--- config.mk ---
export PLATFORM = sky130hd
export DESIGN_NAME = seq_mag_compare
export DESIGN_NICKNAME = d
export VERILOG_FILES = /design/src/rtl/cmp_pkg.sv /design/src/rtl/digit_cmp_rom.sv /design/src/rtl/seq_mag_compare.sv
export SDC_FILE = /design/constraint.sdc
export NUM_CORES = 1
export LEC_CHECK = 0
export CAP_MARGIN = 40
export CORE_ASPECT_RATIO = 1.75
export CORE_UTILIZATION = 35
export DETAILED_ROUTE_END_ITERATION = 12
export PLACE_DENSITY = 0.65
export SYNTH_ARGS = -nofsm -noshare
export SYNTH_HDL_FRONTEND = slang
export SYNTH_HIERARCHICAL = 1
export SYNTH_SLANG_ARGS = --single-unit
--- constraint.sdc ---
create_clock -name clk -period 4.04 [get_ports clk]
set_clock_uncertainty 0.05 [all_clocks]
set_input_delay 1.212 -clock clk [delete_from_list [all_inputs] [get_ports clk]]
set_output_delay 1.212 -clock clk [all_outputs]
set_load 0.01 [all_outputs]
--- src/rtl/cmp_pkg.sv ---
// Shared state and result encodings for the sequential magnitude comparator.
package cmp_pkg;

  typedef enum logic [1:0] {
    ST_IDLE    = 2'd0,
    ST_COMPARE = 2'd1,
    ST_DONE    = 2'd2
  } state_t;

  // Result bit order is {lt, gt, eq}
  localparam logic [2:0] RES_LT   = 3'b100;
  localparam logic [2:0] RES_GT   = 3'b010;
  localparam logic [2:0] RES_EQ   = 3'b001;
  localparam logic [2:0] RES_NONE = 3'b000;

endpackage

--- src/rtl/digit_cmp_rom.sv ---
// 16-entry lookup comparing one 2-bit digit pair; address is {b[1:0], a[1:0]}.
module digit_cmp_rom
  import cmp_pkg::*;
(
  input  logic [3:0] addr,
  output logic [2:0] data
);

  always_comb begin
    data = RES_NONE;
    case (addr)
      4'b00_00: data = RES_EQ;
      4'b00_01: data = RES_GT;
      4'b00_10: data = RES_GT;
      4'b00_11: data = RES_GT;
      4'b01_00: data = RES_LT;
      4'b01_01: data = RES_EQ;
      4'b01_10: data = RES_GT;
      4'b01_11: data = RES_GT;
      4'b10_00: data = RES_LT;
      4'b10_01: data = RES_LT;
      4'b10_10: data = RES_EQ;
      4'b10_11: data = RES_GT;
      4'b11_00: data = RES_LT;
      4'b11_01: data = RES_LT;
      4'b11_10: data = RES_LT;
      4'b11_11: data = RES_EQ;
      default:  data = RES_NONE;
    endcase
  end

endmodule

--- src/rtl/seq_mag_compare.sv ---
// Multi-cycle MSB-first magnitude comparator scanning one 2-bit digit pair per clock.
// Define SEQ_MAG_COMPARE_SIGNED_EN for two's-complement operands.
module seq_mag_compare
  import cmp_pkg::*;
#(
  parameter int WIDTH = 8
) (
  input  logic             clk,
  input  logic             rst_n,
  input  logic             start,
  input  logic [WIDTH-1:0] a,
  input  logic [WIDTH-1:0] b,
  output logic             busy,
  output logic             done,
  output logic             Lt,
  output logic             Gt,
  output logic             Eq
);

  localparam int DIGITS = WIDTH / 2;
  localparam int IDX_W  = (DIGITS > 1) ? $clog2(DIGITS) : 1;
  localparam logic [IDX_W-1:0] IDX_TOP = IDX_W'(DIGITS - 1);

  generate
    if ((WIDTH < 2) || ((WIDTH % 2) != 0)) begin : g_bad_width
      $error("seq_mag_compare: WIDTH must be even and >= 2");
    end
  endgenerate

  state_t           state;
  logic [IDX_W-1:0] idx;
  logic [WIDTH-1:0] a_q;
  logic [WIDTH-1:0] b_q;
  logic [2:0]       result;
  logic [WIDTH-1:0] a_in;
  logic [WIDTH-1:0] b_in;
  logic [1:0]       a_dig;
  logic [1:0]       b_dig;
  logic [2:0]       rom_data;

`ifdef SEQ_MAG_COMPARE_SIGNED_EN
  // Flipping the sign bit maps two's complement onto offset binary, so the unsigned scan still orders correctly.
  localparam logic [WIDTH-1:0] SIGN_FLIP = {1'b1, {(WIDTH-1){1'b0}}};
  assign a_in = a ^ SIGN_FLIP;
  assign b_in = b ^ SIGN_FLIP;
`else
  assign a_in = a;
  assign b_in = b;
`endif

  assign a_dig = a_q[{idx, 1'b0} +: 2];
  assign b_dig = b_q[{idx, 1'b0} +: 2];

  digit_cmp_rom u_rom (
    .addr ({b_dig, a_dig}),
    .data (rom_data)
  );

  assign {Lt, Gt, Eq} = result;

  always_ff @(posedge clk or negedge rst_n) begin
    if (!rst_n) begin
      state  <= ST_IDLE;
      busy   <= 1'b0;
      done   <= 1'b0;
      result <= RES_NONE;
      idx    <= IDX_TOP;
      a_q    <= '0;
      b_q    <= '0;
    end else begin
      done <= 1'b0;
      case (state)
        ST_IDLE: begin
          if (start) begin
            a_q   <= a_in;
            b_q   <= b_in;
            idx   <= IDX_TOP;
            state <= ST_COMPARE;
            busy  <= 1'b1;
          end
        end
        ST_COMPARE: begin
          // Keep scanning only while digits match and lower digits remain.
          if ((rom_data == RES_EQ) && (idx != '0)) begin
            idx <= idx - 1'b1;
          end else begin
            result <= rom_data;
            state  <= ST_DONE;
            done   <= 1'b1;
          end
        end
        ST_DONE: begin
          state <= ST_IDLE;
          busy  <= 1'b0;
        end
        default: begin
          state <= ST_IDLE;
          busy  <= 1'b0;
        end
      endcase
    end
  end

endmodule
After elaboration in Yosys (flattened, before gate mapping)
Memories as Yosys holds them, arrays and structs flattened.
Cells that the tools add are included.
{"block": "word_totals", "register_bits": 25, "rom_bits": 48, "output_inout_bits": 5, "memories": 1}
{"memory": "(name not given)", "depth": 16, "word_bits": 3, "rd": 1, "rd_ports_with_merged_regs": 0, "write_ports": 0, "line_no": "digit_cmp_rom.sv:11", "source": "case (addr)"}
{"block": "op_classes", "addsub": 1, "n_eq_ne": 5, "n_shift": 2, "muxes": 10, "n_bitwise": 2, "reduce_logical": 9}
{"operator": "8-bit by 4-bit variable part select with 2-bit output", "n": 2}
{"operator": "2-bit 2-to-1 mux", "n": 4}
{"operator": "2-bit case mux with 2 select lines", "n": 2}
{"operator": "2-bit AND reduction", "n": 4}
{"operator": "2-bit inequality test (second input constant)", "n": 3}
{"operator": "2-bit nonzero test", "n": 2}
{"operator": "3-bit by 1-bit == test with 1-bit output (second input constant)", "n": 1}
{"operator": "1-bit 2-to-1 mux", "n": 3}
{"operator": "3-bit AND reduction", "n": 1}
{"operator": "2-bit by 1-bit == test with 1-bit output (second input constant)", "n": 1}
{"operator": "2-bit zero test", "n": 1}
{"operator": "1-bit NOT", "n": 2}
{"operator": "1-bit case mux with 2 select lines", "n": 1}
{"operator": "2-bit by 1-bit subtractor with 2-bit output (second input constant)", "n": 1}
{"operator": "1-bit logical AND", "n": 1}

Depth between registers and ports, before layout
Gate-level depths: netlist of run 1.
An unclocked memory read counts as a cell.
{"block": "depth", "depth_word": 6, "ltp_mapped": 7, "mapped_depth_nobuf": 6}

By module
Netlist of run 1, hierarchy kept.
{"module": "seq_mag_compare", "n_inst": 1, "cells_each": 70, "area_each_um2": 1114.8, "seq_area_each_um2": 628.1}
{"module": "digit_cmp_rom", "n_inst": 1, "cells_each": 7, "area_each_um2": 55.1, "seq_area_each_um2": 0.0}

Worst setup path before layout of run 1
OpenSTA, ideal clock, no wires.
{"block": "synth_path", "kind": "reg2reg", "start": "register idx[0]", "end": "register result[0]", "setup_ns": 0.125, "arrival_time_ns": 2.295, "path_slack_ns": 1.570, "path_stages_with_launch": 8, "path_buffers": 1, "period_less_slack_ns": 2.470, "cell_sequence": "dfstp_2 buf_2 mux4_2 or2b_1 and4bb_1 nor4b_4 nor3_2 mux2_2"}
{"block": "synth_via", "elab_chain_len": 6, "word_cells_on_any_way": 8, "cone_classes": "eq/ne (1); shift (2); bitwise (1); reduce/logical (3); memory (1)"}
{"element": "start: declaration", "line_no": "seq_mag_compare.sv:31", "source": "logic [IDX_W-1:0] idx;"}
{"element": "start signal: assignment", "line_no": "seq_mag_compare.sv:85", "source": "idx <= idx - 1'b1;"}
{"element": "8-bit by 4-bit variable part select with 2-bit output (*)", "line_no": "seq_mag_compare.sv:51", "source": "assign a_dig = a_q[{idx, 1'b0} +: 2];"}
{"element": "net a_dig[0]", "line_no": "seq_mag_compare.sv:37", "source": "logic [1:0] a_dig;"}
{"element": "memory read 16 x 3 bit (*)"}
{"element": "net rom_data[0]", "line_no": "seq_mag_compare.sv:39", "source": "logic [2:0] rom_data;"}
{"element": "3-bit by 1-bit == test with 1-bit output", "line_no": "seq_mag_compare.sv:84", "source": "if ((rom_data == RES_EQ) && (idx != '0)) begin"}
{"element": "1-bit logical AND", "line_no": "seq_mag_compare.sv:84"}
{"element": "1-bit NOT (no line)"}
{"element": "2-bit AND reduction (no line)"}
{"element": "end signal: assignment", "line_no": "seq_mag_compare.sv:87", "source": "result <= rom_data;"}
{"element": "end: declaration", "line_no": "seq_mag_compare.sv:34", "source": "logic [2:0] result;"}
The timed path passes the listed nets; every way through them passes the cells marked *.
A chain may end at the register's enable or synchronous reset.

Worst setup path after layout of run 1
{"block": "layout_path", "start": "register idx[0]", "end": "register result[0]"}
{"block": "layout_via", "elab_chain_len": 6, "word_cells_on_any_way": 8, "cone_classes": "eq/ne (1); shift (2); bitwise (1); reduce/logical (3); memory (1)"}
{"element": "8-bit by 4-bit variable part select with 2-bit output", "line_no": "seq_mag_compare.sv:52", "source": "assign b_dig = b_q[{idx, 1'b0} +: 2];"}
{"element": "net b_dig[0]", "line_no": "seq_mag_compare.sv:38", "source": "logic [1:0] b_dig;"}
{"element": "memory read 16 x 3 bit"}
{"element": "net rom_data[1]", "line_no": "seq_mag_compare.sv:39"}
{"element": "3-bit by 1-bit == test with 1-bit output", "line_no": "seq_mag_compare.sv:84"}
{"element": "1-bit logical AND", "line_no": "seq_mag_compare.sv:84"}
{"element": "1-bit NOT (no line)"}
{"element": "2-bit AND reduction (no line)"}
The timed path passes the listed nets, and every way through them passes these cells.

==> key figures, run 1 <==
Status
  • Status: completed

Critical path
  • Worst-path maximum fanout: 7
  • Reg-to-Reg End: result[0]
  • Endpoint class of the critical path: register
  • Critical path's slowest cell: dfstp_2
  • Crit path kind: reg -> reg
  • CP Launch Type: register
  • CP peak stage delay: 0.65 ns
  • RR Startpoint: idx[0]
  • R2R depth: 6
  • Data arrival, critical path: 2.67 ns
  • Cell breakdown of the critical path: mux4_2 -> or2b_1 -> o21bai_1 -> nor4b_4 -> nor3_2 -> mux2_2
  • R2r setup slk: 1.48 ns
  • Critical Path RT: 4.15 ns

STA
  • Count of pins over their slew limit: 0
  • Setup TNS: 0 ns
  • Fmax: 390 MHz
  • Period utilisation layout: 63.5%
  • Hold Vio Cnt, Final: 0
  • Setup-failing EPs final: 0
  • RSZ-0062 raised after global routing: no
  • Worst-Margin Slew: 0.312 ns
  • Slew headroom: 79.2%
  • Fin crit period: 2.56 ns

Finish
  • Final non-filler cell total: 146
  • Area Growth Syn to Fin: 27.2%
  • Antenna cells: 0
  • Fin area: 0.00149 mm2
  • FILL cells: 324
  • Nets@finish: 124
  • Util after Layout: 46.8%
  • Layout cell share with drive strength beyond 1: 32.0%

Placement
  • Placed cell count: 142
  • RD Place Congestion: 0.728
  • Cell area after placement: 0.00144 mm2
  • IO buf count: 23
  • Dpl hpwl: 1.35 mm

Global route
  • Number of global-route vias before repair: 725
  • Aggregate global routing overflow: 0
  • First-pass GRT wire length: 3.11 mm
  • GRT Total Usage: 11.8%
  • Initial antenna violation count: 0
  • Pin count of the biggest net entering global routing: 26

Route
  • Wire length per cell: 12.1 um
  • DR pass1 iterations: 2
  • DRC errors left: 0
  • Post-DRT Antenna Nets: 0
  • Drt via density: 4.76
  • Initial DRC count: 1
  • Via Count: 695
  • Final WL: 1.77 mm

Floorplanning
  • Top Ports: 24
  • Die Ht: 78.5 um
  • Site Rows: 27
  • Initial core utilization: 36.8%
  • Die W: 45.7 um
  • Core ar.: 0.00318 mm2
  • Die ar.: 0.00359 mm2

Synthesis
  • Synthesized cell area: 0.00117 mm2
  • Mean Syn Cell Area: 15.2 um2
  • Synth Register Bits: 25
  • Largest cells by area after synthesis: dfrtp_1 49%, mux2_2 11%, mux2_4 9.0%
  • Post-Syn Nets: 97
  • Share of the synthesized area in the top cell type: 49.2%
  • Synth cell types: 23
  • Post-Syn Instances: 77
  • Register area share after synthesis: 53.7%
  • Synth warn: 6
  • Leading area contributor after synthesis: dfrtp_1

CTS
  • Root Driver: clkbuf_8
  • Clock tree sinks: 25
  • Clock Latency Late Sink: 0.27 ns
  • Inserted Clock Buffers: 3
  • H-tree levels: 1
  • Clk slew on worst S/H paths: 0.09 ns
  • Post-CTS Resized: 0
  • Hold-fix buffers, CTS: 0
  • Setup Buffers After CTS: 0
  • Max clock buf depth: 2
  • CTS tree: yes

Power
  • Total power: 1080 uW
  • Worst VDD drop: 289 uV
  • Sw Share: 30.0%
  • Psw: 323 uW
  • Sequential share of power: 41.4%
  • Clock network fraction of design power: 13.5%
  • P_int: 755 uW
  • Comb pwr share: 45.1%
  • Leak Pwr: 0.000656 uW
  • Power Density: 725 mW/mm2

Worst hold path
  • Worst hold endpoint: a_q[5]
  • Hold Crit Start: a_q[5]
  • Hold path depth: 1
  • Hold crit path type: reg -> reg

Job
  • Max Cap Violations: 0
==> registers in the layout, summed over array words and instances (netlist names) <==
name	count
result	3
b_q	8
idx	2
state	2
busy	1
done	1
a_q	8
==> cell usage after synthesis <==
cell type	instances
mux4_2	4
or2b_1	2
buf_6	2
ha_1	1
nor3_2	1
dfstp_2	2
and4bb_1	1
nor2b_1	3
nand2b_1	1
nor2_1	3
dfrtp_1	23
o21bai_1	2
buf_2	1
inv_1	4
nor3_1	1
nand2_1	2
nor3b_2	1
nor4b_4	1
mux2i_1	2
mux2_2	11
a21oi_1	1
mux2_4	7
o21ai_0	1
==> placed cells by master, fill, tap and decap left out, drive strengths merged <==
master         count
mux2i              2
nand2              2
mux2              18
nor4b              1
or2b               2
nand2b             1
dfrtp             23
a21oi              1
o21bai             2
nor3b              1
and4bb             1
clkinv             1
nor3               2
mux4               4
dfstp              2
ha                 1
nor2               3
buf                2
nor2b              3
o21ai              1
clkdlybuf4s50     23
inv                4
clkbuf             3
==> per-layer routing <==
metal  track usage [%]  vias up  share of wire (%)
li1                  -      325                  -
met1              13.8      354                 42
met2              19.3       14                 54
met3              2.07        2                3.2
met4              7.06        0                1.6
met5                 0        -                  0
==> metrics by stage <==
stage                     hold WS (ns)  setup slack (ns)
after floorplan                  0.425              1.57
after global placement           0.425              1.36
after detailed placement         0.442              1.35
after CTS                        0.463              1.45
after global routing             0.487              1.31
final                            0.459              1.48
==> power by group through the flow <==
stage / clock network, uW / logic (uW) / registers (uW)
after floorplan: 0 / 392 / 435
after global placement: 0 / 482 / 449
final: 145 / 486 / 447
after CTS: 152 / 496 / 452
after global routing: 158 / 537 / 469
after detailed placement: 0 / 493 / 455
==> cell families (layout without fill, tap and decap cells) <==
| group | Yosys count | after routing | share of synthesized area, % |
|---|---|---|---|
| AO/OA/AOI/OAI | 4 | 4 | 2.14 |
| adder cells (fa/ha/maj) | 1 | 1 | 1.07 |
| buffers and inverters | 7 | 33 | 3.64 |
| flip-flops | 25 | 25 | 53.7 |
| multiplexers | 24 | 24 | 29.0 |
| AND/OR/NAND/NOR | 16 | 16 | 10.5 |
==> layout make-up <==
type                       count  area, um2  area share [%]
timing repair buffer          25        245            16.5
inverter                       4       15.0            1.01
multi-input combinational     45        499            33.6
clock inverter                 1       5.00           0.336
sequential                    25        628            42.2
tap                           43       53.8            3.62
clock buffer                   3       41.3            2.78
==> worst max path at each step <==
stage | to | startpoint | slack [ns]
final | result[0] | idx[0] | 1.48
after global routing | result[1] | idx[0] | 1.31
after CTS | result[0] | idx[0] | 1.45
after detailed placement | b_q[1] | start | 1.35
after global placement | b_q[7] | start | 1.36
after floorplan | result[0] | idx[0] | 1.57
==> worst max-delay path, delay by kind of cell, from the launching register on <==
kind	cells	cell delay [ns]
flops	1	0.65
simple gates	3	0.59
compound gates	1	0.27
mux	2	0.90
Power figures use the tool's default switching activity.
==> inputs of run 2 (changes only) <==
==> constraint.sdc (replaced) <==
create_clock -name clk -period 2.51 [get_ports clk]
set_clock_uncertainty 0.05 [all_clocks]
set_input_delay 0.753 -clock clk [delete_from_list [all_inputs] [get_ports clk]]
set_output_delay 0.753 -clock clk [all_outputs]
set_load 0.01 [all_outputs]
==> key figures, run 2 (synthesis results as in run 1) <==
STA
  • Worst-Margin Slew: 0.317 ns
  • Period utilisation layout: 100%
  • Setup-failing EPs final: 2
  • Fmax: 397 MHz
  • Count of pins over their slew limit: 0
  • Slew headroom: 78.9%
  • RSZ-0062 raised after global routing: yes
  • Fin crit period: 2.52 ns
  • Min Hold Slack: 0.460 ns
  • Hold Vio Cnt, Final: 0
  • Setup ws final: -0.00790 ns

Critical path
  • CP Launch Type: register
  • Critical Path RT: 2.61 ns
  • R2R depth: 6
  • Crit path kind: reg -> reg
  • Worst-path maximum fanout: 7
  • Endpoint class of the critical path: register
  • RR Startpoint: idx[0]
  • Reg-to-Reg End: result[1]
  • R2r setup slk: -0.008 ns
  • Data arrival, critical path: 2.62 ns
  • Crit path from: idx[0]

Floorplanning
  • Core ar.: 0.00318 mm2
  • Die W: 45.7 um
  • Die Ht: 78.5 um
  • Initial core utilization: 36.8%
  • Die ar.: 0.00359 mm2
  • Site Rows: 27
  • Top Ports: 24

Global route
  • First-pass GRT wire length: 3.50 mm
  • GRT Total Usage: 13.3%
  • Pin count of the biggest net entering global routing: 26
  • Number of global-route vias before repair: 771
  • Global Route met2 Usage: 22.0%
  • Initial antenna violation count: 0
  • Aggregate global routing overflow: 0
  • Met1 Use GR: 15.5%
  • Gr busiest metal: met2
  • GR Layer Usage met3: 2.07%

Power
  • Worst VDD drop: 444 uV
  • Comb pwr share: 47.1%
  • Total power: 1810 uW
  • Psw: 551 uW
  • P_int: 1260 uW
  • Power Density: 1200 mW/mm2
  • Leak Pwr: 0.000671 uW
  • Sw Share: 30.4%
  • Clock network fraction of design power: 12.7%
  • Sequential share of power: 40.2%

CTS
  • Hold-fix buffers, CTS: 0
  • Clk slew on worst S/H paths: 0.08 ns
  • H-tree levels: 1
  • Root Driver: clkbuf_8
  • Clock tree sinks: 25
  • Inserted Clock Buffers: 3
  • Max clock buf depth: 2
  • CTS tree: yes
  • Clock Latency Late Sink: 0.26 ns

Placement
  • Dpl hpwl: 1.48 mm
  • RD Place Congestion: 0.790
  • IO buf count: 23

Route
  • Via Count: 680
  • Wire length per cell: 13.3 um
  • Initial DRC count: 10
  • Final WL: 1.95 mm
  • DR pass1 iterations: 2
  • Post-DRT Antenna Nets: 0
  • DRC errors left: 0
  • Drt via density: 4.63

Status
  • Status: finished with violations
  • Failing checks: setup timing

Finish
  • Register area: 628 um2
  • Top Registers: a_q (8), b_q (8), result (3)
  • Area Growth Syn to Fin: 29.6%
  • FILL cells: 311
  • Antenna cells: 0
  • Area of the multi-input gates: 509 um2
  • Highest-count cells in the layout ignoring fill and taps: 23 x dfrtp_1, 23 x clkdlybuf4s50_1, 11 x mux2_2
  • Layout cell share with drive strength beyond 1: 34.6%
  • Util after Layout: 47.8%
  • Nets@finish: 125

Job
  • Max Cap Violations: 0

Worst hold path
  • Hold crit path type: reg -> reg
  • Hold path depth: 2
  • Hold Crit Start: busy
  • Worst hold endpoint: busy
[run 2: worst max path at each step]
stage / slack [ns] / end / cells past startpoint
6_report: -0.008 / result[1] / 6
5_1_grt: -0.10 / result[0] / 6
4_1_cts: -0.02 / result[1] / 6
3_5_place_dp: -0.05 / result[1] / 6
3_3_place_gp: 0.04 / result[0] / 6
2_1_floorplan: 0.04 / result[0] / 7
[run 2: stage by stage]
stage | cells | area [um2] | TNS [ns] | worst slack, ns
6_report | 147 | 1520 | -0.0141 | -0.00790
2_1_floorplan | 77 | 1170 | 0 | 0.0404
3_5_place_dp | 142 | 1450 | -0.107 | -0.0541
5_1_grt | 147 | 1520 | -0.266 | -0.102
3_3_place_gp | 142 | 1450 | 0 | 0.0437
4_1_cts | 147 | 1520 | -0.0303 | -0.0156
[run 2: routing by layer]
layer / up-vias / part of all wire, %
li1: 323 / -
met1: 341 / 39
met2: 14 / 57
met3: 2 / 2.9
met4: 0 / 1.5
met5: - / 0
[run 2: power by group through the flow]
stage | logic, uW | registers (uW) | clock network [uW]
after floorplan | 632 | 701 | 0
after global placement | 784 | 738 | 0
after detailed placement | 822 | 740 | 0
after CTS | 864 | 733 | 243
after global routing | 925 | 758 | 263
final | 855 | 728 | 230
[run 2: repair_timing]
| item | CTS | global route |
|---|---|---|
| resized for setup | 3 | 1 |
| setup endpoints to repair | 2 | 5 |
| buffers inserted | 1 | 0 |
[run 2: worst max-delay path: stages (launching register included)]
cell      delay (ns)
dfstp_2         0.64
mux4_2          0.53
or2b_1          0.25
and4bb_1        0.22
nor4b_4         0.14
nor3_2          0.20
mux2_2          0.37
[run 2: cell type report]
cell class,count,share of cell area (%)
Clock buffer,4,2.97
Inverter,4,0.990
Multi-Input combinational cell,45,33.6
Sequential cell,25,41.4
Tap cell,43,3.55
Timing Repair Buffer,26,17.5
==> inputs of run 3 (changes only) <==
--- a/config.mk
+++ b/config.mk
@@ -10,6 +10,7 @@
 export CORE_UTILIZATION = 35
 export DETAILED_ROUTE_END_ITERATION = 12
 export PLACE_DENSITY = 0.65
+export RECOVER_POWER = 25
 export SYNTH_ARGS = -nofsm -noshare
 export SYNTH_HDL_FRONTEND = slang
 export SYNTH_HIERARCHICAL = 1
==> key figures, run 3 (synthesis results as in run 1) <==
Status
  • Status: finished with violations
  • Failing checks: setup timing

STA
  • Period utilisation layout: 100%
  • Setup TNS: -0.0141 ns
  • Setup ws final: -0.00790 ns
  • Count of pins over their slew limit: 0
  • Fmax: 397 MHz
  • Hold Vio Cnt, Final: 0
  • Worst-Margin Slew: 1.32 ns
  • RSZ-0062 raised after global routing: yes
  • Setup-failing EPs final: 2
  • Slew headroom: 11.7%
  • Fin crit period: 2.52 ns

Global route
  • Aggregate global routing overflow: 0
  • Number of global-route vias before repair: 771
  • Initial antenna violation count: 0
  • First-pass GRT wire length: 3.50 mm
  • GRT Total Usage: 13.3%
  • Pin count of the biggest net entering global routing: 26

Route
  • DR pass1 iterations: 2
  • Via Count: 680
  • Post-DRT Antenna Nets: 0
  • Initial DRC count: 10
  • Drt via density: 4.63
  • Wire length per cell: 13.2 um
  • DRC errors left: 0
  • Final WL: 1.94 mm

CTS
  • H-tree levels: 1
  • Clk slew on worst S/H paths: 0.08 ns
  • Inserted Clock Buffers: 3
  • CTS tree: yes
  • Max clock buf depth: 2
  • Clock Latency Late Sink: 0.26 ns
  • Clock tree sinks: 25
  • Root Driver: clkbuf_8
  • Hold-fix buffers, CTS: 0

Power
  • Leak Pwr: 0.000667 uW
  • Worst VDD drop: 444 uV
  • Power Density: 1200 mW/mm2

Critical path
  • Crit path kind: reg -> reg
  • Critical Path RT: 2.61 ns
  • Cell breakdown of the critical path: mux4_2 -> or2b_1 -> and4bb_1 -> nor4b_4 -> nor3_2 -> mux2_2
  • Delay-heaviest family, CP: multiplexers
  • Critical path's slowest cell: dfstp_2
  • CP peak stage delay: 0.64 ns
  • RR Startpoint: idx[0]
  • Endpoint class of the critical path: register
  • Worst-path maximum fanout: 7
  • Worst path bufs/invs: 0
  • Reg-to-Reg End: result[1]
  • Data arrival, critical path: 2.62 ns
  • CP Launch Type: register
  • R2R depth: 6
  • R2r setup slk: -0.008 ns

Floorplanning
  • Die Ht: 78.5 um
  • Die W: 45.7 um
  • Top Ports: 24
  • Initial core utilization: 36.8%
  • Die ar.: 0.00359 mm2
  • Core ar.: 0.00318 mm2
  • Site Rows: 27

Finish
  • Antenna cells: 0
  • Area Growth Syn to Fin: 29.3%
  • Most common cell after layout, fill and taps aside: dfrtp_1
  • Nets@finish: 125
  • Layout cell share with drive strength beyond 1: 33.7%
  • Top Registers: a_q (8), b_q (8), result (3)
  • Highest-count cells in the layout ignoring fill and taps: 23 x dfrtp_1, 22 x clkdlybuf4s50_1, 11 x mux2_2

Worst hold path
  • Hold path depth: 2
  • Hold Crit Start: busy
  • Worst hold endpoint: busy
  • Hold crit path type: reg -> reg

Placement
  • RD Place Congestion: 0.790
  • Placement Setup Slack: -0.0541 ns
  • IO buf count: 23
  • Dpl hpwl: 1.48 mm

Job
  • Max Cap Violations: 0
## run 3: cell count changes in the layout (fill, tap and decap cells not counted), sizes merged
cell           change
clkdlybuf4s50      -1
clkbuf             +1
dlygate4sd3        +1
buf                -1
## run 3: worst min-delay path, stage by stage (launching register included)
cell     delay, ns
dfrtp_1       0.35
a21oi_1       0.04
nor2_1        0.08
## run 3: worst max-delay path by stage
stage	cells after the start	startpoint	to
floorplan	7	idx[0]	result[0]
global placement	6	idx[0]	result[0]
detailed placement	6	idx[0]	result[1]
CTS	6	idx[0]	result[1]
global route	6	idx[0]	result[0]
finish	6	idx[0]	result[1]
## run 3: what timing repair did
action | CTS | global route
buffers inserted | 1 | 0
setup endpoints to repair | 2 | 5
resized for setup | 3 | 1
## run 3: final cells by class
cell class / instances / area (um2)
clock buffers: 4 / 45.0
flip-flops and latches: 25 / 628
repair buffers: 26 / 262
inverters: 4 / 15.0
well taps: 43 / 53.8
multi-input cells: 45 / 509
fillers: 312 / 1660
## run 3: report_power, final
part           internal, uW  total, uW  switching (uW)  leakage (uW)
Clock                   113        230             117     0.0000228
Combinational           545        854             308      0.000349
Sequential              603        728             125      0.000296
Total                  1260       1810             551      0.000667
## run 3: per-stage QoR
| stage | total power (uW) | hold WS (ns) | utilization, % | cells | instance area (um2) |
|---|---|---|---|---|---|
| detailed placement | 1560 | 0.445 | 45.8 | 142 | 1450 |
| global route | 1940 | 0.478 | 47.6 | 147 | 1510 |
| finish | 1810 | 0.460 | 47.6 | 147 | 1510 |
| floorplan | 1330 | 0.407 | - | 77 | 1170 |
| global placement | 1520 | 0.426 | 45.8 | 142 | 1450 |
| CTS | 1840 | 0.464 | 47.8 | 147 | 1520 |
## run 3: layer usage
metal / up-vias / global-route usage (%) / routed length, um
met4: 0 / 7.94 / 29
met3: 2 / 2.07 / 56
met2: 14 / 22.0 / 1100
met1: 341 / 15.5 / 756
met5: - / 0 / 0
li1: 323 / - / -
